$ cat src/rtl/tug_of_war_referee.sv
// tug_of_war_referee: round/match controller for the tug-of-war game.
// Synchronizes and edge-detects both player buttons, moves a shared rope
// position, detects round wins, keeps best-of-N scores and drives the LED bar.
// Optional feature: define TOW_FOUL_EN to penalize presses made in READY
// (false start); otherwise READY ignores presses and foul is tied low.
module tug_of_war_referee #(
    parameter int LED_W      = 15,
    parameter int WIN_ROUNDS = 2,
    parameter int LOCK_CYC   = 4,
    parameter int HOLD_CYC   = 8
) (
    input  logic             clk,
    input  logic             rst_n,
    input  logic             start,
    input  logic             btn_l,
    input  logic             btn_r,
    output logic [LED_W-1:0] led,
    output logic [1:0]       score_l,
    output logic [1:0]       score_r,
    output logic [2:0]       state,
    output logic             match_over,
    output logic             winner,
    output logic             foul
);

    localparam int C  = (LED_W - 1) / 2;
    localparam int PW = $clog2(LED_W);
    localparam int LW = $clog2(LOCK_CYC + 1);
    localparam int HW = $clog2(HOLD_CYC + 1);

    localparam logic [PW-1:0]    POS_C   = PW'(C);
    localparam logic [PW-1:0]    POS_MAX = PW'(LED_W - 1);
    localparam logic [PW-1:0]    POS_ONE = PW'(1);
    localparam logic [1:0]       WIN_S   = 2'(WIN_ROUNDS);
    localparam logic [LW-1:0]    LOCK_V  = LW'(LOCK_CYC);
    localparam logic [HW-1:0]    HOLD_V  = HW'(HOLD_CYC - 1);
    localparam logic [LED_W-1:0] ALL_ON  = {LED_W{1'b1}};
    localparam logic [LED_W-1:0] MASK_L  = ALL_ON << (C + 1);
    localparam logic [LED_W-1:0] MASK_R  = ALL_ON >> (C + 1);

    typedef enum logic [2:0] {
        IDLE      = 3'd0,
        READY     = 3'd1,
        PLAY      = 3'd2,
        ROUND_END = 3'd3,
        MATCH_END = 3'd4
    } state_t;

    state_t st_q, st_d;

    logic btn_l_p0, btn_l_p1, btn_l_p2;
    logic btn_r_p0, btn_r_p1, btn_r_p2;
    logic edge_l, edge_r, acc_l, acc_r;

    logic [PW-1:0]    pos_q, pos_d;
    logic [LW-1:0]    lock_l_q, lock_l_d, lock_r_q, lock_r_d;
    logic [HW-1:0]    hold_q, hold_d;
    logic [1:0]       score_l_d, score_r_d;
    logic             winner_d;
    logic [LED_W-1:0] led_d;

    // Scores stop at the match target instead of wrapping.
    function automatic logic [1:0] sat_inc(input logic [1:0] s);
        return (s >= WIN_S) ? s : s + 2'd1;
    endfunction

    // LED pattern for a given state, rope position and winner.
    function automatic logic [LED_W-1:0] led_map(input state_t s,
                                                 input logic [PW-1:0] p,
                                                 input logic w);
        logic [LED_W-1:0] v;
        case (s)
            READY, PLAY, ROUND_END: v = LED_W'(1) << p;
            MATCH_END:              v = w ? MASK_L : MASK_R;
            default:                v = '0;
        endcase
        return v;
    endfunction

    assign state  = st_q;
    assign edge_l = btn_l_p1 & ~btn_l_p2;
    assign edge_r = btn_r_p1 & ~btn_r_p2;
    assign acc_l  = edge_l && (lock_l_q == '0);
    assign acc_r  = edge_r && (lock_r_q == '0);

`ifdef TOW_FOUL_EN
    logic foul_d;
`else
    assign foul = 1'b0;
`endif

    // Two-flop synchronizer plus one delay flop for rising-edge detection.
    always_ff @(posedge clk or negedge rst_n) begin
        if (!rst_n) begin
            btn_l_p0 <= 1'b0;
            btn_l_p1 <= 1'b0;
            btn_l_p2 <= 1'b0;
            btn_r_p0 <= 1'b0;
            btn_r_p1 <= 1'b0;
            btn_r_p2 <= 1'b0;
        end else begin
            btn_l_p0 <= btn_l;
            btn_l_p1 <= btn_l_p0;
            btn_l_p2 <= btn_l_p1;
            btn_r_p0 <= btn_r;
            btn_r_p1 <= btn_r_p0;
            btn_r_p2 <= btn_r_p1;
        end
    end

    // FSM state register.
    always_ff @(posedge clk or negedge rst_n) begin
        if (!rst_n) st_q <= IDLE;
        else        st_q <= st_d;
    end

    // Next-state, rope movement, scoring and LED decode.
    always_comb begin
        st_d      = st_q;
        pos_d     = pos_q;
        score_l_d = score_l;
        score_r_d = score_r;
        winner_d  = winner;
        hold_d    = hold_q;
        lock_l_d  = (lock_l_q != '0) ? lock_l_q - 1'b1 : '0;
        lock_r_d  = (lock_r_q != '0) ? lock_r_q - 1'b1 : '0;
`ifdef TOW_FOUL_EN
        foul_d    = 1'b0;
`endif
        case (st_q)
            IDLE: begin
                if (start) begin
                    st_d  = READY;
                    pos_d = POS_C;
                end
            end
            READY: begin
                pos_d = POS_C;
`ifdef TOW_FOUL_EN
                // A lone press before the go signal hands the round to the opponent.
                if (acc_l != acc_r) begin
                    if (acc_l) begin
                        lock_l_d  = LOCK_V;
                        score_r_d = sat_inc(score_r);
                        winner_d  = 1'b0;
                    end else begin
                        lock_r_d  = LOCK_V;
                        score_l_d = sat_inc(score_l);
                        winner_d  = 1'b1;
                    end
                    foul_d = 1'b1;
                    st_d   = ROUND_END;
                    hold_d = HOLD_V;
                end else if (start) begin
                    st_d = PLAY;
                end
`else
                if (start) st_d = PLAY;
`endif
            end
            PLAY: begin
                // Simultaneous accepted presses cancel and leave both lockouts idle.
                if (acc_l && !acc_r) begin
                    lock_l_d = LOCK_V;
                    pos_d    = pos_q + POS_ONE;
                    if (pos_d == POS_MAX) begin
                        score_l_d = sat_inc(score_l);
                        winner_d  = 1'b1;
                        st_d      = ROUND_END;
                        hold_d    = HOLD_V;
                    end
                end else if (acc_r && !acc_l) begin
                    lock_r_d = LOCK_V;
                    pos_d    = pos_q - POS_ONE;
                    if (pos_d == '0) begin
                        score_r_d = sat_inc(score_r);
                        winner_d  = 1'b0;
                        st_d      = ROUND_END;
                        hold_d    = HOLD_V;
                    end
                end
            end
            ROUND_END: begin
                if (hold_q == '0) begin
                    if ((winner ? score_l : score_r) == WIN_S) begin
                        st_d = MATCH_END;
                    end else begin
                        st_d  = READY;
                        pos_d = POS_C;
                    end
                end else begin
                    hold_d = hold_q - 1'b1;
                end
            end
            MATCH_END: begin
                if (start) begin
                    score_l_d = '0;
                    score_r_d = '0;
                    st_d      = READY;
                    pos_d     = POS_C;
                end
            end
            default: st_d = IDLE;
        endcase
        led_d = led_map(st_d, pos_d, winner_d);
    end

    // Registered datapath and outputs.
    always_ff @(posedge clk or negedge rst_n) begin
        if (!rst_n) begin
            pos_q      <= POS_C;
            lock_l_q   <= '0;
            lock_r_q   <= '0;
            hold_q     <= '0;
            score_l    <= '0;
            score_r    <= '0;
            winner     <= 1'b0;
            match_over <= 1'b0;
            led        <= '0;
        end else begin
            pos_q      <= pos_d;
            lock_l_q   <= lock_l_d;
            lock_r_q   <= lock_r_d;
            hold_q     <= hold_d;
            score_l    <= score_l_d;
            score_r    <= score_r_d;
            winner     <= winner_d;
            match_over <= (st_d == MATCH_END);
            led        <= led_d;
        end
    end

`ifdef TOW_FOUL_EN
    // One-cycle false-start pulse.
    always_ff @(posedge clk or negedge rst_n) begin
        if (!rst_n) foul <= 1'b0;
        else        foul <= foul_d;
    end
`endif

endmodule

$ cat config.mk
export PLATFORM = sky130hd
export DESIGN_NAME = tug_of_war_referee
export DESIGN_NICKNAME = d
export VERILOG_FILES = /design/src/rtl/tug_of_war_referee.sv
export SDC_FILE = /design/constraint.sdc
export NUM_CORES = 1
export LEC_CHECK = 0
export ABC_AREA = 1
export CAP_MARGIN = 20
export CORE_MARGIN = 2
export CORE_UTILIZATION = 55
export DETAILED_ROUTE_END_ITERATION = 8
export PLACE_DENSITY = 0.88
export REMOVE_ABC_BUFFERS = 1
export SLEW_MARGIN = 10
export SYNTH_ARGS = -nofsm -noshare
export SYNTH_HDL_FRONTEND = slang
export SYNTH_SLANG_ARGS = --single-unit
$ cat constraint.sdc
create_clock -name clk -period 2.5 [get_ports clk]
set_input_delay 0.5 -clock clk [delete_from_list [all_inputs] [get_ports clk]]
set_output_delay 0.5 -clock clk [all_outputs]
set_load 0.01 [all_outputs]
-- Word-level counts from Yosys, hierarchy flattened
Index checks and enable logic that the tools add are counted.
- add/subtract/negate cells: 7
- $lt $le $gt $ge: 2
- equal/unequal tests: 22
- shifts and indexed selects: 1
- muxes and demuxes: 46
- bitwise gates (word level): 4
- reductions and logical operators: 20
- operators with widths (cell ; count):
    two-way mux 3 bit ; 15
    two-way mux 4 bit ; 10
    case mux 15 bit (2 select lines) ; 1
    two-way mux 2 bit ; 9
    != test 2 bit (second input constant) ; 9
    case mux 4 bit (4 select lines) ; 1
    two-way mux 15 bit ; 1
    << shifter 1 x 4 -> 15 bit (first input constant) ; 1
    == test 3 x 2 -> 1 bit (second input constant) ; 4
    case mux 3 bit (4 select lines) ; 1
    AND reduction 5 bit ; 2
    logical NOT 3 bit ; 3
    != test 3 bit (second input constant) ; 3
    logical NOT 4 bit ; 2
    case mux 2 bit (2 select lines) ; 2
    case mux 4 bit (2 select lines) ; 1
    subtractor 4 x 1 -> 4 bit (second input constant) ; 2
    == test 3 x 1 -> 1 bit (second input constant) ; 2
    == test 3 bit (second input constant) ; 2
    AND reduction 6 bit ; 1
    nonzero test 3 bit ; 2
    subtractor 3 x 1 -> 3 bit (second input constant) ; 2
    two-way mux 1 bit ; 5
    adder 2 x 1 -> 2 bit (second input constant) ; 2
    11 further kinds ; 19
- flip-flop bits (word level): 44
- input port bits: 5
- output and inout bits: 25
- logic and storage cells: 118

-- Depth between registers and ports, before layout
Gate-level depths: netlist of the first run.
- depth after elaboration: 11
- mapped depth: 17
- gate-level depth less buffers: 17

-- Worst setup path after synthesis of the first run
Ideal clock, no wire load.
- path type: register -> register
- start: register lock_r_q[0]
- end: register led[8]
- setup time: 123 ps
- arrival: 2027 ps
- data required time: 2377 ps
- setup slack: 350 ps
- stages on the path, launching flop included: 18
- path buffers: 0
- clock period less this slack: 2150 ps
- cell sequence: dfrtp_1 -> inv_1 -> ha_1 -> ha_1 -> nand2_1 -> nor2_1 -> inv_1 -> ha_1 -> inv_1 -> nand3_4 -> nor2_4 -> nand2_1 -> nand3_2 -> nor2_2 -> nor2_4 -> nor2_2 -> nand3_1 -> nand2_1
- elaborated cells between the ends (all ways): 22
- those cells by class: eq/ne (4); shift (1); mux (11); reduce/logical (6)
- RTL lines (element ; RTL line ; RTL):
    start, declared ; 56 ; logic [LW-1:0] lock_l_q, lock_l_d, lock_r_q, lock_r_d;
    start signal, assigned ; 223 ; lock_r_q <= lock_r_d;
    logical NOT 3 bit * ; 84 ; assign acc_r = edge_r && (lock_r_q == '0);
    logical AND 1 bit * ; 84 ;
    logical AND 1 bit or logical NOT 1 bit (tied branches) ; 172, 163 ;
    two-way mux 4 bit or logical AND 1 bit (tied branches) ; 172, 163 ;
    two-way mux 4 bit * ; 163 ; if (acc_l && !acc_r) begin
    case mux 4 bit (4 select lines) * ; 130 ; case (st_q)
    via pos_d[2] ; 55 ; logic [PW-1:0] pos_q, pos_d;
    << shifter 1 x 4 -> 15 bit * ; 73 ; READY, PLAY, ROUND_END: v = LED_W'(1) << p;
    case mux 15 bit (2 select lines) * ; 72 ; case (s)
    via led_d[8] ; 60 ; logic [LED_W-1:0] led_d;
    end signal, assigned ; 229 ; led <= led_d;
    end, declared ; 17 ; output logic [LED_W-1:0] led,
Mark *: on every way through the listed nets, which the timed path passes. The rest lies on a longest branch.
A chain may end at the register's enable or synchronous reset.

-- Worst setup path in the final report of the first run
- start: register lock_r_q[0]
- end: register led[12]
- longest elaborated chain between the ends: 9
- elaborated cells between the ends (all ways): 22
- those cells by class: eq/ne (4); shift (1); mux (11); reduce/logical (6)
- ends and longest elaborated chain (element ; RTL line):
    logical NOT 3 bit * ; 84
    logical AND 1 bit * ; 84
    logical AND 1 bit or logical NOT 1 bit (tied branches) ; 172, 163
    two-way mux 3 bit or logical AND 1 bit (tied branches) ; 172, 163
    two-way mux 3 bit ; 163
    case mux 3 bit (4 select lines) ; 130
    == test 3 x 1 -> 1 bit or == test 3 x 2 -> 1 bit (tied branches) ; 72
    OR reduction 3 bit ; 72
    case mux 15 bit (2 select lines) * ; 72
    via led_d[12] ; 60
Marks and branches as above.

==> results of run 1 <==
cells by family (layout without fill, tap and decap cells):
kind of cell | after synthesis | count (layout)
buffers and inverters | 44 | 79
adders and majority gates | 13 | 13
other | 1 | 1
xor gates and xnor gates | 4 | 4
AOI/OAI and AO/OA | 23 | 23
DFF | 44 | 44
and+or+nand+nor | 166 | 166
report_power, final:
part	switching [mW]	internal [mW]	leakage [nW]
Combinational	1.19	0.680	0.932
Clock	0.267	0.301	0.0548
Sequential	0.159	0.888	0.550
Total	1.62	1.87	1.54
registers in the layout (all words and copies together), names as in the netlist, 2 cells and up:
register,count
hold_q,4
led,15
lock_l_q,3
lock_r_q,3
pos_q,4
score_l,2
score_r,2
state,3
layer usage:
| metal | wire, um | vias to the layer above |
|---|---|---|
| li1 | - | 1000 |
| met1 | 2230 | 976 |
| met2 | 2590 | 69 |
| met3 | 310 | 12 |
| met4 | 96 | 0 |
| met5 | 0 | - |
stage by stage:
stage                     setup TNS [ns]  setup WS, ns  area, um^2  hold slack, ns  std cells
after CTS                              0        0.0174        2900           0.360        380
after floorplan                        0         0.336        2440           0.204        291
after global placement                 0        0.0723        2790           0.340        372
after global routing             -0.0417       -0.0182        3000           0.369        382
final                                  0         0.113        3000           0.332        382
after detailed placement               0        0.0260        2790           0.340        372
final timing paths:
path | startpoint | slack [ns] | end | cells past startpoint
setup / recovery | lock_r_q[0]$_DFF_PN0_ | 0.11 | led[12]$_DFF_PN0_ | 17
hold / removal | rst_n | 0.33 | score_r[0]$_DFFE_PN0P_ | 1
setup reg to reg | lock_r_q[0]$_DFF_PN0_ | 0.11 | led[12]$_DFF_PN0_ | 17
hold reg to reg | btn_r_p0$_DFF_PN0_ | 0.36 | btn_r_p1$_DFF_PN0_ | 0
max in group asynchronous | rst_n | 1.51 | pos_q[2]$_DFF_PN1_ | 2
min in group clk | btn_r_p0$_DFF_PN0_ | 0.36 | btn_r_p1$_DFF_PN0_ | 0
synthesized netlist by cell type:
cell	instances	area (um^2)
sky130_fd_sc_hd__inv_1	36	135
sky130_fd_sc_hd__a21oi_1	5	25.0
sky130_fd_sc_hd__dfrtp_1	41	1030
sky130_fd_sc_hd__and3_1	1	6.26
sky130_fd_sc_hd__buf_6	2	22.5
sky130_fd_sc_hd__xnor2_1	1	8.76
sky130_fd_sc_hd__dfstp_2	3	78.8
sky130_fd_sc_hd__and2_1	1	6.26
sky130_fd_sc_hd__xor2_1	3	26.3
sky130_fd_sc_hd__o21ai_0	11	55.1
sky130_fd_sc_hd__a21oi_4	1	16.3
sky130_fd_sc_hd__nand2_1	69	259
sky130_fd_sc_hd__inv_4	1	6.26
sky130_fd_sc_hd__and2_4	1	8.76
sky130_fd_sc_hd__nor2_4	4	45.0
sky130_fd_sc_hd__or2_2	2	12.5
sky130_fd_sc_hd__o21ai_1	2	10.0
sky130_fd_sc_hd__nand2_2	8	50.1
sky130_fd_sc_hd__a22oi_1	2	15.0
sky130_fd_sc_hd__nor3_1	1	5.00
sky130_fd_sc_hd__conb_1	1	3.75
sky130_fd_sc_hd__a21oi_2	1	8.76
sky130_fd_sc_hd__o21bai_2	1	11.3
sky130_fd_sc_hd__nand3_4	2	35.0
sky130_fd_sc_hd__nand3_2	7	70.1
sky130_fd_sc_hd__inv_2	3	11.3
sky130_fd_sc_hd__ha_1	13	163
sky130_fd_sc_hd__nor2_1	29	109
sky130_fd_sc_hd__nand4_1	11	68.8
sky130_fd_sc_hd__nor2_2	10	62.6
sky130_fd_sc_hd__nand3_1	20	100
sky130_fd_sc_hd__buf_4	2	15.0
final cells by class:
cell class | count | area (um^2)
fillers | 329 | 1360
multi-input cells | 207 | 1260
flip-flops and latches | 44 | 1100
repair buffers | 31 | 298
inverters | 40 | 155
clock buffers | 5 | 68.8
well taps | 52 | 65.1
clock inverters | 3 | 46.3
worst max-delay path: stages, from the launching register on:
cell,delay [ns]
sky130_fd_sc_hd__dfrtp_1,0.39
sky130_fd_sc_hd__inv_1,0.06
sky130_fd_sc_hd__ha_1,0.17
sky130_fd_sc_hd__ha_2,0.19
sky130_fd_sc_hd__nand2_1,0.06
sky130_fd_sc_hd__nor2_2,0.13
sky130_fd_sc_hd__buf_4,0.12
sky130_fd_sc_hd__ha_2,0.23
sky130_fd_sc_hd__nand2_1,0.07
sky130_fd_sc_hd__o21ai_0,0.09
sky130_fd_sc_hd__nor2_1,0.08
sky130_fd_sc_hd__nor2_1,0.16
sky130_fd_sc_hd__nand2_1,0.11
sky130_fd_sc_hd__nand2_2,0.13
sky130_fd_sc_hd__nand2_2,0.09
sky130_fd_sc_hd__nor2_2,0.11
sky130_fd_sc_hd__nand3_1,0.07
sky130_fd_sc_hd__nand2_1,0.07
timing repair:
action / 4_1_cts / 5_1_grt
buffers inserted: 0 / 2
setup endpoints to repair: 0 / 15
resized for setup: 0 / 22
==> results.md, run 1 <==
* Worst IR Drop VDD at 0.000678 V
* Core outline area at about 4400 um^2
* Number of hold violations in the final report at 0
* Worst setup path category: reg -> reg
* Commonest non-fill, non-tap cells in the layout: sky130_fd_sc_hd__nand2_1 (66), sky130_fd_sc_hd__dfrtp_1 (41), sky130_fd_sc_hd__inv_1 (35)
* Htree depth at 2
* Number of buffers added by the clock tree synthesis step at 5
* Vias after detailed routing at between 2k and 2.5k
* RSZ-0062 raised after global routing: yes
* Finish-stage setup viols at 0
* Boundary pin count at 30
* Most heavily used metal layer in global routing: met2
* Clock input transition at the sequential cells of the worst setup and hold paths at roughly 0.09 ns
* Setup crit start kind: flip-flop
* Util after Layout at 0.689
* WP data arrival at ~2.6 ns
* Drt pass-1 iters at 4
* Number of antenna violations at the first check in global routing at 0
* Worst hold-check path type: in -> async
* Crit path max fanout at 6
* Count of max-cap constraint violations at 0
* Final Power at approximately 3.5 mW
* Pin count of the biggest net entering global routing at between 40 and 50
* Worst Skew at 0.0113 ns
* Leakage component of the power at 1.54 nW
* Headroom to the max-slew limit at 0.378
* Root buf cell: sky130_fd_sc_hd__clkbuf_8
* Cells after synthesis at slightly below 300
* Placed wire-length estimate at roughly 3800 um
* Global-route wire length before repair at approximately 8600 um
* Synth Warn # at 0
* Avg Cell Area, Syn at around 8.4 um^2
* Clock latency at the later pin of the worst-skew pair at just over 0.3 ns
* Final Slew Violations at 0
* Vias per cell at about 5.4
* Netlist area before placement at around 2500 um^2
* Post-detailed-routing wire length at between 5000 and 6000 um
* Achievable Freq at 419 MHz
* Overall die height at 71.1 um
* Total power divided by cell area at between 1000 and 1500 nW/um^2
* Mux contribution to synthesized area at 0
* Req. time, crit path at 2.75 ns
* Hold Buf Count CTS at 0
* Initial drt markers at ~140
* Critical path capture point type: flip-flop
* Share of the yosys chip area belonging to registers at 0.446
* Clock tree from TritonCTS: yes
* Unique masters post-synth at 32
* GRT overflow at 0
* Number of synthesized register bits at 44
* Run status: finished, final reports clean
* M2 GR Usage at 0.351
* Final critical delay including setup and external delays at 2.39 ns
* Area Overhead vs Synth at 21.1%
* Number of core rows at 24
* Worst-Margin Slew at 0.933 ns
* Net count, final at 347
* Wirelength per Cell at between 10 and 15 um
* Compound-Gate Fraction of Synth Area at 0.0571
* Area of the die at just over 5000 um^2
* Width of the die at between 70 and 80 um
* Initial cell density of the core at 0.569
* Deepest clock path buffer count at 2
* Share of the synthesized netlist area taken by xor and xnor gates at 0.0141
* Port Buffer Count at 28
* Met1 Resource Use GR at 0.285
* Count of nets left with antenna violations after detail routing at 0
* Number of global-route vias before repair at around 1.9k
* Sink Count at 44
* Area share of fa/ha/maj cells after synthesis at 0.0657
* Remaining design rule violation count at 0
* Post-synthesis share of cell area spent on and, or, nand and nor gates at 0.339
* Most frequent standard cell in the layout excluding fill and tap cells: sky130_fd_sc_hd__nand2_1
* Overall global routing resource usage at 0.216
* Period Utilization, post-route at 0.955
* Count of antenna diodes in the layout at 0
* Share of final-layout standard cells stronger than drive strength 1 at 0.215
* Global placer's final weighted congestion at 0.902
* GR Layer Usage met3 at 0.0613
* Dominant combinational cell family by area after synthesis: simple AND/OR/NAND/NOR gates
Note: power is estimated with default switching activity, not from simulation.
==> run 2, diff against run 1 <==
--- a/config.mk
+++ b/config.mk
@@ -11,6 +11,7 @@
 export CORE_UTILIZATION = 55
 export DETAILED_ROUTE_END_ITERATION = 8
 export PLACE_DENSITY = 0.88
+export RECOVER_POWER = 100
 export REMOVE_ABC_BUFFERS = 1
 export SLEW_MARGIN = 10
 export SYNTH_ARGS = -nofsm -noshare
==> results.md, run 2 (synthesis gave the netlist of run 1 again) <==
* Worst IR Drop VDD at 0.000676 V (-0.22%)
* Final critical delay including setup and external delays at 2.35 ns (-0.0414 ns)
* Finish-stage setup viols at 0 (unchanged)
* Core outline area at 4350 um^2 (unchanged)
* Initial drt markers at 123 (-13%)
* Setup TNS at 0 ns (unchanged)
* Combined area of the multi-input logic cells at 1250 um^2 (-0.79%)
* Req. time, crit path at 2.70 ns (-0.05 ns)
* Hold Buf Count CTS at 0 (unchanged)
* WP data arrival at 2.54 ns (-0.10 ns)
* Worst-Margin Slew at 1.05 ns (+0.113 ns)
* Number of core rows at 24 (unchanged)
* Width of the die at 71.1 um (unchanged)
* Vias after detailed routing at 2045 (-0.58%)
* Post-detailed-routing wire length at 5210 um (-0.25%)
* Deepest clock path buffer count at 2 (unchanged)
* Critical path capture point type: flip-flop
* Leakage component of the power at 1.54 nW (about the same)
* Initial cell density of the core at 0.569 (unchanged)
* Number of antenna violations at the first check in global routing at 0 (unchanged)
* Achievable Freq at 426 MHz (+1.8%)
* Root buf cell: sky130_fd_sc_hd__clkbuf_8
* Setup ws final at 0.154 ns (+0.0414 ns)
* Area Overhead vs Synth at 20.7%
* Most flop-heavy register: led
* Clock input transition at the sequential cells of the worst setup and hold paths at 0.09 ns (about the same)
* Count of nets left with antenna violations after detail routing at 0 (unchanged)
* FILL cells at 332 (+0.91%)
* Sink Count at 44 (unchanged)
* RSZ-0062 raised after global routing: yes
* GRT overflow at 0 (unchanged)
* Final Slew Violations at 0 (unchanged)
* Worst path cell trace: inv_1 > ha_1 > ha_2 > nand2_1 > nor2_2 > inv_1 > ha_4 > inv_4 > nand3_4 > nor2_4 > nand2_2 > nand3_4 > nor2_2 > nor2_4 > nor2_2 > nand3_1 > nand2_1
* Sequential cell area at 1100 um^2 (unchanged)
* Number of global-route vias before repair at 1936 (unchanged)
* Number of hold violations in the final report at 0 (unchanged)
* Period Utilization, post-route at 0.938 (-0.0166)
* Commonest non-fill, non-tap cells in the layout: sky130_fd_sc_hd__nand2_1 (67), sky130_fd_sc_hd__dfrtp_1 (41), sky130_fd_sc_hd__inv_1 (35)
* Crit path largest cell delay at 0.39 ns (about the same)
* Worst setup path category: reg -> reg
* Global placer's final weighted congestion at 0.902 (unchanged)
* Headroom to the max-slew limit at 0.303 (-0.0750)
* Clock latency at the later pin of the worst-skew pair at 0.31 ns (about the same)
* Global-route wire length before repair at 8620 um (unchanged)
* Number of buffers added by the clock tree synthesis step at 5 (unchanged)
* Wirelength per Cell at 13.6 um (-0.25%)
* Pin count of the biggest net entering global routing at 45 (unchanged)
* Count of max-cap constraint violations at 0 (unchanged)
* Vias per cell at 5.35 (-0.58%)
* Drt pass-1 iters at 4 (unchanged)
* Slowest cell on the critical path: sky130_fd_sc_hd__dfrtp_1
* Placed wire-length estimate at 3750 um (unchanged)
* Net count, final at 347 (unchanged)
* Share of final-layout standard cells stronger than drive strength 1 at 0.209 (-0.00606)
* Largest registers: led x15, hold_q x4, pos_q x4
* Remaining design rule violation count at 0 (unchanged)
* Clock tree from TritonCTS: yes
* Overall die height at 71.1 um (unchanged)
* Final Power at 3.47 mW (-0.54%)
* Delay-heaviest family, CP: simple AND/OR/NAND/NOR gates
* Number of flip-flops under the largest register name at 15 (unchanged)
* WP buf/inv at 3 (+1)
* Crit path max fanout at 6 (unchanged)
* Count of antenna diodes in the layout at 0 (unchanged)
* Run status: finished, final reports clean
* Total power divided by cell area at 1160 nW/um^2 (-0.21%)
* Overall global routing resource usage at 0.216 (unchanged)
* Dominant cell type by count on the critical path: sky130_fd_sc_hd__nor2_2
* Setup crit start kind: flip-flop
* Port Buffer Count at 28 (unchanged)
* Most frequent standard cell in the layout excluding fill and tap cells: sky130_fd_sc_hd__nand2_1
* Util after Layout at 0.686 (-0.00230)
* Boundary pin count at 30 (unchanged)
* Worst Skew at 0.0116 ns (+0.000270 ns)
* DP Worst Slack at 0.0260 ns (unchanged)
* Htree depth at 2 (unchanged)
* Worst hold-check path type: reg -> reg
* Area of the die at 5050 um^2 (unchanged)
-- run 2: area by class of cell --
cell class                 count  area share
timing repair buffer          31      0.0997
inverter                      40      0.0519
clock inverter                 3      0.0155
multi-input combinational    207       0.418
clock buffer                   5      0.0230
sequential                    44       0.370
tap                           52      0.0218
-- run 2: per-stage QoR --
stage	cells	hold slack [ns]	cell area, um^2
2_1_floorplan	291	0.204	2440
3_3_place_gp	372	0.340	2790
3_5_place_dp	372	0.340	2790
4_1_cts	380	0.360	2900
5_1_grt	382	0.369	2990
6_report	382	0.358	2990
-- run 2: worst register-to-register path, cell delays in order, from the launching register on --
cell                      delay (ns)
sky130_fd_sc_hd__dfrtp_1        0.39
sky130_fd_sc_hd__inv_1          0.06
sky130_fd_sc_hd__ha_1           0.17
sky130_fd_sc_hd__ha_2           0.19
sky130_fd_sc_hd__nand2_1        0.06
sky130_fd_sc_hd__nor2_2         0.13
sky130_fd_sc_hd__inv_1          0.08
sky130_fd_sc_hd__ha_4           0.19
sky130_fd_sc_hd__inv_4          0.08
sky130_fd_sc_hd__nand3_4        0.10
sky130_fd_sc_hd__nor2_4         0.19
sky130_fd_sc_hd__nand2_2        0.08
sky130_fd_sc_hd__nand3_4        0.08
sky130_fd_sc_hd__nor2_2         0.06
sky130_fd_sc_hd__nor2_4         0.20
sky130_fd_sc_hd__nor2_2         0.07
sky130_fd_sc_hd__nand3_1        0.07
sky130_fd_sc_hd__nand2_1        0.05
-- run 2: final timing paths --
path,startpoint,slack [ns],endpoint,cells after the start
hold / removal,btn_r_p0$_DFF_PN0_,0.36,btn_r_p1$_DFF_PN0_,0
setup / recovery,lock_r_q[0]$_DFF_PN0_,0.15,led[0]$_DFF_PN0_,17
setup reg to reg,lock_r_q[0]$_DFF_PN0_,0.15,led[0]$_DFF_PN0_,17
hold reg to reg,btn_r_p0$_DFF_PN0_,0.36,btn_r_p1$_DFF_PN0_,0
max in group asynchronous,rst_n,1.36,pos_q[2]$_DFF_PN1_,2
min in group asynchronous,rst_n,0.37,score_r[0]$_DFFE_PN0P_,1
-- run 2: where the power goes --
part	internal, mW	total, mW	switching [mW]
sequential	0.888	1.05	0.161
clock	0.301	0.564	0.263
combinational	0.672	1.85	1.18
total	1.86	3.47	1.61
-- run 2: repair_timing --
item	4_1_cts	5_1_grt
endpoints found under the setup margin	0	15
resized for setup	0	22
endpoints found under the hold margin	0	0
buffers inserted	0	2
-- run 2: layer usage --
metal  GRT usage  vias to the layer above  routed length (um)
met5           0                        -                   0
met4      0.0608                        0                  92
met3      0.0613                       12                 285
met2       0.351                       64                2590
met1       0.285                      972                2250
li1            -                      997                   -
==> RTL edit 1, RTL diff (config.mk and constraints of run 2) <==
Change the parameter `LED_W` from 15 to 30.
--- a/src/rtl/tug_of_war_referee.sv
+++ b/src/rtl/tug_of_war_referee.sv
@@ -4,7 +4,7 @@
 // Optional feature: define TOW_FOUL_EN to penalize presses made in READY
 // (false start); otherwise READY ignores presses and foul is tied low.
 module tug_of_war_referee #(
-    parameter int LED_W      = 15,
+    parameter int LED_W      = 30,
     parameter int WIN_ROUNDS = 2,
     parameter int LOCK_CYC   = 4,
     parameter int HOLD_CYC   = 8
Interface: changed (resized led); port bits go from 30 to 45. The function was not compared with the original's and may differ.
==> RTL edit 1 against run 2 <==
- the run now ends with capacitance limit, slew limit, setup timing left
- final area up 41%
- combinational power up 59%
- synthesized cell count up 29%
- worst setup slack worse by 0.25 ns
- sequential cell count up 16
- via count up 52%
- first-iteration DRC count rose to 4.1 times the old value
- area after synthesis up 24%
- routed wire length up 81%
- maximum frequency down 9.6%
- power up 56%
==> RTL edit 1: results (changes against run 2) <==
=============================================================================
Overall track demand over capacity in global routing                    28.1%   was 21.6%
Leakage                                                               2.16 nW   was 1.54 nW
Filler Cell Count                                                         319   was 332
Final Setup Violations                                                     15   was 0
Wire length of the first global-routing pass                         13200 um   was 8620 um
Final worst hold slack                                               0.349 ns   was 0.358 ns
Number of well-tap cells placed                                            72   was 52
Placement-stage worst setup slack                                   -0.132 ns   was 0.0260 ns
Worst path setup slack after routing                               -0.0951 ns   was 0.154 ns
GR Util met2                                                            44.7%   was 35.1%
Total CTS buffers                                                           9   was 5
Leading cell types by total area after synthesis                 dfrtp_1 (46%), nand2_1 (15%), ha_1 (4.9%), inv_1 (4.9%), nand4_1 (4.3%)   was dfrtp_1 (41%), nand2_1 (10%), ha_1 (6.6%), inv_1 (5.5%), nor2_1 (4.4%)
CP Capture Point                                                      led[21]   was led[0]
Final GP Congestion                                                     0.930   was 0.902
Run status                                                       complete, but fails checks   was completed
Number of multi-input combinational cells in the layout                   269   was 207
Placed insts                                                              501   was 372
Top Registers                                                    led: 30 flops, pos_q: 5 flops, hold_q: 4 flops   was led: 15 flops, hold_q: 4 flops, pos_q: 4 flops
Count of TritonRoute iterations in the first routing pass                   6   was 4
Via count of the first global-routing pass                               2782   was 1936
Portion of the post-synthesis area used by sequential elements          48.9%   was 44.6%
Total area of multi-input combinational cells                      1570 sq um   was 1250 sq um
Buffering overhead                                                      15.1%   was 9.97%
Max-capacitance violation count                                             1   was 0
Final-layout clock buffer total                                            11   was 5
Violated checks                                                  capacitance limit, slew limit, setup timing
Max VDD drop                                                         0.805 mV   was 0.676 mV
Via-to-Cell Ratio                                                        5.86   was 5.35
Maximum level of the CTS H-tree                                             3   was 2
Amount of wire on met2 after detailed routing                         4340 um   was 2590 um
Max-slew violation total from the final report                             32   was 0
Global routing usage on met3                                            6.82%   was 6.13%
Sum of met3 wire segment lengths after detailed routing                986 um   was 285 um
Wire length after detailed routing                                    9440 um   was 5210 um
Number of signal-net inverters in the final layout                         45   was 40
Register area                                                      1510 sq um   was 1100 sq um
TNS Setup                                                           -0.463 ns   was 0 ns
=============================================================================
[RTL edit 1: power groups by stage]
stage	clock [mW]	combinational [mW]	sequential, mW
3_3_place_gp	0	2.06	1.39
5_1_grt	1.08	3.16	1.43
3_5_place_dp	0	2.15	1.40
4_1_cts	1.03	2.23	1.39
6_report	1.04	2.94	1.41
2_1_floorplan	0	1.39	1.41
[RTL edit 1: what timing repair did]
item,4_1_cts,5_1_grt
cloned,0,1
hold endpoints to repair,0,0
buffers inserted,0,12
pin swaps,3,24
resized for setup,10,63
endpoints found under the setup margin,30,30
[RTL edit 1: cell families (layout without fill, tap and decap cells)]
kind of cell,Yosys count,after routing,share of synthesized area (%)
buffers and inverters,53,129,7.24
and+or+nand+nor,212,212,30.7
AOI/OAI and AO/OA,40,40,7.03
other,1,1,0.122
adders and majority gates,12,12,4.88
xor gates and xnor gates,4,4,1.14
DFF,60,60,48.9
==> RTL edit 2, RTL diff (flow settings as in run 2) <==
Made on the original files. The output `led` loses its register stage (`led` becomes a continuous assignment).
--- a/src/rtl/tug_of_war_referee.sv
+++ b/src/rtl/tug_of_war_referee.sv
@@ -216,7 +216,6 @@
             score_r    <= '0;
             winner     <= 1'b0;
             match_over <= 1'b0;
-            led        <= '0;
         end else begin
             pos_q      <= pos_d;
             lock_l_q   <= lock_l_d;
@@ -226,9 +225,10 @@
             score_r    <= score_r_d;
             winner     <= winner_d;
             match_over <= (st_d == MATCH_END);
-            led        <= led_d;
         end
     end
+
+    assign led = led_d;
 
 `ifdef TOW_FOUL_EN
     // One-cycle false-start pulse.
Check against the original RTL: not equivalent (Yosys sat finds a counterexample within 4 cycles, from zero or initial values and one cycle with rst_n low).
==> RTL edit 2 against run 2 <==
- the flow now finishes with violations (DRC, capacitance limit, slew limit, setup timing)
- worst setup slack got worse by 1.1 ns
- routed wire length rose by 110%
- first-iteration DRC count rose to 5.1 times the old value
- area after synthesis fell by 21%
- register-to-register slack got worse by 0.23 ns
- core utilization rose by 29 points
- sequential cell count fell by 15
- final area rose by 9.6%
- highest routed layer is now met5
Power is not compared: it rests on default switching activity, and its combinational part moved more than twofold at a synthesized area within 25%.
==> RTL edit 2: results (changes against run 2) <==
=============================================================================
Total area of multi-input combinational cells                      1350 sq um   was 1250 sq um
Max-slew violation total from the final report                             30   was 0
Xor/xnor cell area share of the yosys netlist                          0.899%   was 1.41%
# rows                                                                     21   was 24
Maximum number of pins on one net before global-route repair               30   was 45
Violated checks                                                  DRC, capacitance limit, slew limit, setup timing
Buffers inserted during post-CTS setup optimization                        28   was 0
Run status                                                       complete, but fails checks   was completed
Final GP Congestion                                                     0.933   was 0.902
Worst-path clk slew                                                   0.11 ns   was 0.09 ns
Top Registers                                                    hold_q: 4 flops, pos_q: 4 flops   was led: 15 flops, hold_q: 4 flops, pos_q: 4 flops
Wire length after detailed routing                                   10800 um   was 5210 um
Post-detailed-placement half-perimeter wirelength                     3780 um   was 3750 um
Net count of the finished layout                                          421   was 347
Max VDD drop                                                         0.907 mV
Number of signal-net inverters in the final layout                         42   was 40
Count of unique library cells instantiated by Yosys                        26   was 32
TNS Setup                                                           -13.74 ns   was 0 ns
Final-layout clock buffer total                                             6   was 5
Max-capacitance violation count                                             1   was 0
Crit. Startpoint                                                  lock_l_q[0]   was lock_r_q[0]
Number of multi-input combinational cells in the layout                   210   was 207
Placement-stage worst setup slack                                   -0.877 ns   was 0.0260 ns
Clock insertion delay at the later pin of the skew report             0.35 ns   was 0.31 ns
Count of TritonRoute iterations in the first routing pass                   9   was 4
Via count of the first global-routing pass                               2679   was 1936
Critical path peak fanout                                                   4   was 6
Root buf cell                                                        clkbuf_4   was clkbuf_8
Filler Cell Count                                                          54   was 332
Worst path max stage delay                                            0.41 ns   was 0.39 ns
Post-Synth Adder-Cell Area                                              8.35%   was 6.57%
Area after detailed placement                                      2630 sq um   was 2790 sq um
Leading cell types by total area after synthesis                 dfrtp_1 (33%), nand2_1 (17%), ha_1 (8.3%), inv_1 (7.3%), nor2_1 (6.9%)   was dfrtp_1 (41%), nand2_1 (10%), ha_1 (6.6%), inv_1 (5.5%), nor2_1 (4.4%)
Share of cells above drive strength 1                                   46.3%   was 20.9%
Final Setup Violations                                                     17   was 0
DR iter-0 viols                                                           626   was 123
Portion of the post-synthesis area used by sequential elements          37.4%   was 44.6%
Seq cells                                                                  29   was 44
Clock buf/inv share                                                     1.99%   was 3.85%
DRC errors left                                                            19   was 0
Plain + repair buffers                                                    115   was 31
Power Total                                                           5.27 mW
Via-to-Cell Ratio                                                        6.69   was 5.35
Total CTS buffers                                                           5   unchanged
Worst path setup slack after routing                                -0.996 ns   was 0.154 ns
Wire length of the first global-routing pass                         12800 um   was 8620 um
Worst clock skew                                                    0.0267 ns   was 0.0116 ns
Cell count after synthesis                                                284   was 295
Buffering overhead                                                      27.6%   was 9.97%
Overall track demand over capacity in global routing                    40.9%   was 21.6%
Data arrival time at the worst-slack endpoint                         3.00 ns   was 2.54 ns
Cell types with the highest counts after synthesis               nand2_1 (90), inv_1 (38), nor2_1 (36)   was nand2_1 (69), dfrtp_1 (41), inv_1 (36)
Worst Max-Slew Pin Slew                                               1.64 ns   was 1.05 ns
Placed insts                                                              403   was 372
Final std cells w/o fill                                                  450   was 382
=============================================================================
==> RTL edit 2: cell count changes after synthesis, moves of 7 or more <==
cell            run 2  this run
nand2_2             8         0
nor2_2             10         2
nor2_1             29        36
nand3_2             7         0
nand2_1            69        90
dfrtp_1            41        26
==> RTL edit 2: layer usage <==
layer	wire, um	share of wire [%]	global-route usage, %
met1	3330	31	48.5
met2	4710	43	67.5
met3	1410	13	10.9
met4	1360	13	21.7
met5	27	0.25	0
==> RTL edit 2: path summary, 6_finish.rpt <==
path	depth (start not counted)	slack, ns	end
setup / recovery	17	-1.0	led[11]
hold / removal	0	0.36	btn_r_p1
setup reg to reg	19	-0.08	lock_l_q[1]
hold reg to reg	0	0.36	btn_r_p1
max in group asynchronous	2	0.44	score_l[0]
min in group asynchronous	2	1.09	pos_q[3]
